[config.mk]
export PLATFORM = sky130hd
export DESIGN_NAME = balu_issue
export DESIGN_NICKNAME = d
export VERILOG_FILES = /design/src/rtl/balu_issue.sv
export SDC_FILE = /design/constraint.sdc
export NUM_CORES = 1
export LEC_CHECK = 0
export ABC_AREA = 1
export CORE_UTILIZATION = 41
export CTS_CLUSTER_SIZE = 20
export DETAILED_ROUTE_END_ITERATION = 10
export PLACE_DENSITY_LB_ADDON = 0.15
export SLEW_MARGIN = 20
export SYNTH_ARGS = -nofsm -noshare
export SYNTH_HDL_FRONTEND = slang
export SYNTH_SLANG_ARGS = --single-unit
export TNS_END_PERCENT = 1
[constraint.sdc]
create_clock -name clk -period 2 [get_ports clk]
set_input_delay 0.4 -clock clk [delete_from_list [all_inputs] [get_ports clk]]
set_output_delay 0.4 -clock clk [all_outputs]
set_load 0.05 [all_outputs]
[src/rtl/balu_issue.sv]
// Issue stage ahead of the BALU bit-manipulation unit: decodes Zbs/Zbb ops to
// BALU mode codes, registers operands, and runs CPOP with an iterative counter.
module balu_issue #(
  parameter int unsigned CPOP_STEP = 4
) (
  input  logic        clk,
  input  logic        rstn,
  input  logic        in_valid,
  output logic        in_ready,
  input  logic [31:0] instr,
  input  logic [31:0] rs1_data,
  input  logic [31:0] rs2_data,
  output logic [31:0] balu_num1,
  output logic [31:0] balu_num2,
  output logic [7:0]  balu_mode,
  input  logic [31:0] balu_ans,
  input  logic        balu_error,
  output logic        out_valid,
  input  logic        out_ready,
  output logic [31:0] out_data,
  output logic [4:0]  out_rd,
  output logic        out_illegal
);

  localparam int unsigned NSTEPS = 32 / CPOP_STEP;

  localparam logic [7:0] M_BCLR = 8'h30;
  localparam logic [7:0] M_BEXT = 8'h31;
  localparam logic [7:0] M_BINV = 8'h32;
  localparam logic [7:0] M_BSET = 8'h33;
  localparam logic [7:0] M_CLZ  = 8'h34;
  localparam logic [7:0] M_CPOP = 8'h35;
  localparam logic [7:0] M_CTZ  = 8'h36;
  localparam logic [7:0] M_ROL  = 8'h37;
  localparam logic [7:0] M_ROR  = 8'h38;

  typedef enum logic [1:0] {
    S_IDLE,
    S_EXEC,
    S_CPOP,
    S_DONE
  } state_t;

  state_t      state_q, state_d;
  logic [31:0] num1_q, num1_d;
  logic [31:0] num2_q, num2_d;
  logic [31:0] shift_q, shift_d;
  logic [31:0] out_data_q, out_data_d;
  logic [7:0]  mode_q, mode_d;
  logic [4:0]  rd_q, rd_d;
  logic        illegal_q, illegal_d;
  logic        out_illegal_q, out_illegal_d;
  logic [5:0]  acc_q, acc_d;
  logic [5:0]  cnt_q, cnt_d;

  logic [6:0]  opc, f7;
  logic [2:0]  f3;
  logic [4:0]  rs2f;
  logic        is_r, is_i;
  logic [7:0]  dec_mode;
  logic [31:0] dec_num2;
  logic [5:0]  chunk_cnt, acc_sum;
  logic [4:0]  unused_rs1_field;

  assign opc              = instr[6:0];
  assign f3               = instr[14:12];
  assign rs2f             = instr[24:20];
  assign f7               = instr[31:25];
  assign unused_rs1_field = instr[19:15];
  assign is_r             = (opc == 7'b0110011);
  assign is_i             = (opc == 7'b0010011);

  always_comb begin
    dec_mode = '0;
    dec_num2 = is_i ? {27'b0, rs2f} : rs2_data;
    if (is_r || is_i) begin
      case ({f7, f3})
        {7'b0100100, 3'b001}: dec_mode = M_BCLR;
        {7'b0100100, 3'b101}: dec_mode = M_BEXT;
        {7'b0110100, 3'b001}: dec_mode = M_BINV;
        {7'b0010100, 3'b001}: dec_mode = M_BSET;
        {7'b0110000, 3'b101}: dec_mode = M_ROR;
        {7'b0110000, 3'b001}: begin
          // Same funct7/funct3 is ROL for R-type but the unary count ops for I-type
          if (is_r) begin
            dec_mode = M_ROL;
          end else begin
            case (rs2f)
              5'd0:    dec_mode = M_CLZ;
              5'd1:    dec_mode = M_CTZ;
              5'd2:    dec_mode = M_CPOP;
              default: dec_mode = '0;
            endcase
          end
        end
        default: dec_mode = '0;
      endcase
    end
  end

  always_comb begin
    chunk_cnt = '0;
    for (int unsigned i = 0; i < CPOP_STEP; i++) begin
      chunk_cnt = chunk_cnt + {5'b0, shift_q[i[4:0]]};
    end
    acc_sum = acc_q + chunk_cnt;
  end

  always_comb begin
    state_d       = state_q;
    num1_d        = num1_q;
    num2_d        = num2_q;
    shift_d       = shift_q;
    mode_d        = mode_q;
    rd_d          = rd_q;
    illegal_d     = illegal_q;
    acc_d         = acc_q;
    cnt_d         = cnt_q;
    out_data_d    = out_data_q;
    out_illegal_d = out_illegal_q;
    case (state_q)
      S_IDLE: begin
        if (in_valid) begin
          num1_d    = rs1_data;
          num2_d    = dec_num2;
          shift_d   = rs1_data;
          mode_d    = dec_mode;
          rd_d      = instr[11:7];
          illegal_d = (dec_mode == 8'h00);
          acc_d     = '0;
          cnt_d     = '0;
          state_d   = (dec_mode == M_CPOP) ? S_CPOP : S_EXEC;
        end
      end
      S_EXEC: begin
        out_data_d    = illegal_q ? '0 : balu_ans;
        out_illegal_d = illegal_q | balu_error;
        state_d       = S_DONE;
      end
      S_CPOP: begin
        acc_d   = acc_sum;
        shift_d = shift_q >> CPOP_STEP;
        cnt_d   = cnt_q + 6'd1;
        if (cnt_q == 6'(NSTEPS - 1)) begin
          out_data_d    = {26'b0, acc_sum};
          out_illegal_d = 1'b0;
          state_d       = S_DONE;
        end
      end
      S_DONE: begin
        if (out_ready) begin
          state_d = S_IDLE;
        end
      end
      default: state_d = S_IDLE;
    endcase
  end

  always_ff @(posedge clk or negedge rstn) begin
    if (!rstn) begin
      state_q       <= S_IDLE;
      num1_q        <= '0;
      num2_q        <= '0;
      shift_q       <= '0;
      mode_q        <= '0;
      rd_q          <= '0;
      illegal_q     <= 1'b0;
      acc_q         <= '0;
      cnt_q         <= '0;
      out_data_q    <= '0;
      out_illegal_q <= 1'b0;
    end else begin
      state_q       <= state_d;
      num1_q        <= num1_d;
      num2_q        <= num2_d;
      shift_q       <= shift_d;
      mode_q        <= mode_d;
      rd_q          <= rd_d;
      illegal_q     <= illegal_d;
      acc_q         <= acc_d;
      cnt_q         <= cnt_d;
      out_data_q    <= out_data_d;
      out_illegal_q <= out_illegal_d;
    end
  end

  assign in_ready    = (state_q == S_IDLE);
  assign out_valid   = (state_q == S_DONE);
  assign balu_num1   = num1_q;
  assign balu_num2   = num2_q;
  assign balu_mode   = mode_q;
  assign out_data    = out_data_q;
  assign out_rd      = rd_q;
  assign out_illegal = out_illegal_q;

endmodule

==> reports/results.ini <==
[run_status]
status = complete, but fails checks
violations = negative setup slack

[power]
pwr-share-comb = 0.541
netSwitchingFraction = 0.484
ir_drop_mv = 1.06
p_leak_nw = 5.52
power.total_mw = 17.9
internal-power_mw = 9.23
powerDensity_mw_per_mm2 = 1750
p_switching_mw = 8.67
power.share.clock = 0.171
pwr-share-seq = 0.288

[sta]
finalCritPeriodShare = 1.09
setup_viol = 7
slew_violations = 0
worst_pin_slew_ns = 0.541
max_freq_mhz = 460
hold_viol = 0
final.setup.worst_slack_ns = -0.176
max_slew_margin = 0.638
rsz0062_at_grt = yes
min_period_ns = 2.18
worst_clock_skew_ns = 0.00825
fin_hold_ws_ns = 0.472

[detailed_routing]
drt-total-wl_mm = 18.1
vias_per_cell = 4.80
drt_iter0_markers = 334
drc_errors = 0
via_count = 6178
firstDrtPassIters = 5
wl_per_cell_um = 14.1
ant_nets = 0

[floorplanning]
start_util = 0.425
rows = 46
die_w_um = 131
pin_count = 245
dieArea_mm2 = 0.0172
core_area_mm2 = 0.0161
die_y_um = 131

[logic_synthesis]
synth_warnings = 0
ys_ff_latch = 154
synth.distinct_cells = 33
synth_top_area_frac = 0.562
netlist_instances = 823
synth_area_leaders = dfrtp_1, nand2_1, nand3_1
avgSynthCellArea_um2 = 8.33
syn_area_mm2 = 0.00686
netlist_top_cells_count = nand2_1, dfrtp_1, nand3_1
yosysTopAreaCell = dfrtp_1
yosysSeqAreaShare = 0.562
synth-edff-count = 0
synth_most_common_cell = nand2_1
synthFlopType = dfrtp_1
async_reset_ff_frac = 1.00

[final_layout]
layout.nets = 1198
antenna_cells = 0
stdcell_area_mm2 = 0.0102
final_layout_size_suffix_gt1_frac = 0.0850
area_growth_pct = 48.8
final_core_util = 0.633
nFillCells = 1424

[global_route]
grtUsageMet2 = 0.345
use_met1 = 0.287
first_global_vias = 6135
grt_busiest_layer = met2
grt_max_degree = 51
antenna_found_initial = 0
grt_overflow = 0
gr-usage-all-layers = 0.220
use_met3 = 0.0687
grt_first_pass_wirelength_mm = 30.6

[placement]
gp_congestion = 0.780
dp_hpwl_mm = 12.7
dp_slack_ns = -0.192
place_area_mm2 = 0.00952
io_buffer_count = 237

[critical_path]
crit_type = flip-flop to flip-flop
cp-start-kind = flip-flop
cp_max_fo = 2
end_kind = flip-flop
cp.required_ns = 2.30
arrival_ns = 2.48

[cts]
cts_setup_buffers = 0
cts_tree = done
clockBufferDepth = 2
clock_sinks = 154
path_clk_slew_ns = 0.06
clock_latency_ns = 0.42
h-tree-depth = 4
cts_buffers = 17
root_buffer = clkbuf_16

[job]
cap_viol_max_count = 0

[min_path]
hold_class = flip-flop to flip-flop

-- cell type report --
| type | count | area [um2] | share of cell area |
|---|---|---|---|
| repair buffers | 263 | 2710 | 0.265 |
| clock buffers | 20 | 447 | 0.0438 |
| flip-flops and latches | 154 | 3850 | 0.378 |
| well taps | 216 | 270 | 0.0265 |
| inverters | 40 | 150 | 0.0147 |
| multi-input cells | 581 | 2660 | 0.260 |
| clock inverters | 12 | 116 | 0.0114 |
-- state kept, by name, summed over array words and instances, names as in the netlist --
signal       count
acc_q            6
balu_num1       32
out_data        32
balu_num2       32
illegal_q        1
cnt_q            6
state_q          2
out_illegal      1
shift_q         32
out_rd           5
balu_mode        5
-- cells in the final DEF, fill, tap and decap left out, types with 6 or more instances in the layout --
cell / Yosys / routed
clkdlybuf4s50_1: 0 / 135
o21ai_0: 48 / 41
nor2_1: 69 / 66
buf_4: 7 / 27
a21oi_1: 19 / 17
inv_1: 36 / 35
nand3_1: 77 / 75
dlymetal6s2s_1: 0 / 49
nand2_1: 308 / 307
a31oi_1: 31 / 31
dlygate4sd2_1: 0 / 42
dfrtp_1: 154 / 154
o21ai_1: 0 / 6
clkbuf_16: 0 / 17
buf_12: 0 / 7
-- worst paths after layout --
check | startpoint | endpoint | cells after the start | slack (ns)
setup / recovery | shift_q[0] | out_data[1] | 7 | -0.18
setup reg to reg | shift_q[0] | out_data[1] | 7 | -0.18
hold reg to reg | balu_num2[26] | balu_num2[26] | 2 | 0.47
max in group asynchronous | rstn | balu_num2[18] | 3 | 0.90
hold / removal | balu_num2[26] | balu_num2[26] | 2 | 0.47
min in group asynchronous | rstn | acc_q[2] | 2 | 0.49
-- routing by layer --
layer / vias to the layer above / wire, um
met4: 0 / 320
met1: 2856 / 8050
met3: 22 / 1310
met2: 190 / 8420
met5: - / 0
li1: 3110 / -
-- power groups by stage --
| stage | Sequential, mW | Combinational, mW | Clock (mW) |
|---|---|---|---|
| 6_report | 5.16 | 9.67 | 3.07 |
| 5_1_grt | 5.33 | 10.5 | 3.26 |
| 4_1_cts | 5.17 | 9.74 | 3.13 |
| 3_5_place_dp | 5.21 | 9.98 | 0 |
| 3_3_place_gp | 5.18 | 9.86 | 0 |
| 2_1_floorplan | 8.23 | 3.68 | 0 |
-- stage by stage --
stage / std cells / setup TNS, ns
final: 1286 / -0.600
after global routing: 1286 / -2.05
after CTS: 1286 / -1.02
after detailed placement: 1253 / -1.01
after global placement: 1253 / -0.745
after floorplan: 824 / -0.230
-- worst max-delay path: stages, from the launching register on --
cell and delay (ns):
dfrtp_1 0.40, fa_1 0.54, inv_1 0.05, fa_2 0.33, inv_2 0.07, fa_2 0.44, a22oi_2 0.16, a21oi_1 0.08
-- timing repair --
item | 4_1_cts | 5_1_grt
hold buffers | 1 | 0
gates resized for setup | 46 | 62
endpoints found under the setup margin | 52 | 74
endpoints found under the hold margin | 47 | 0
pin swaps | 3 | 1
-- cells by family (layout without fill, tap and decap cells) --
logic type      after synthesis  after routing  share of synthesized area
simple gates                464            464                      0.273
other cells                   1              2                   0.000547
flops                       154            154                      0.562
compound gates              106            106                     0.0881
fa+ha+maj                     8              8                     0.0179
xor+xnor                      1              1                    0.00128
buf+inv                      89            335                     0.0573
Note: power is estimated with default switching activity, not from simulation.
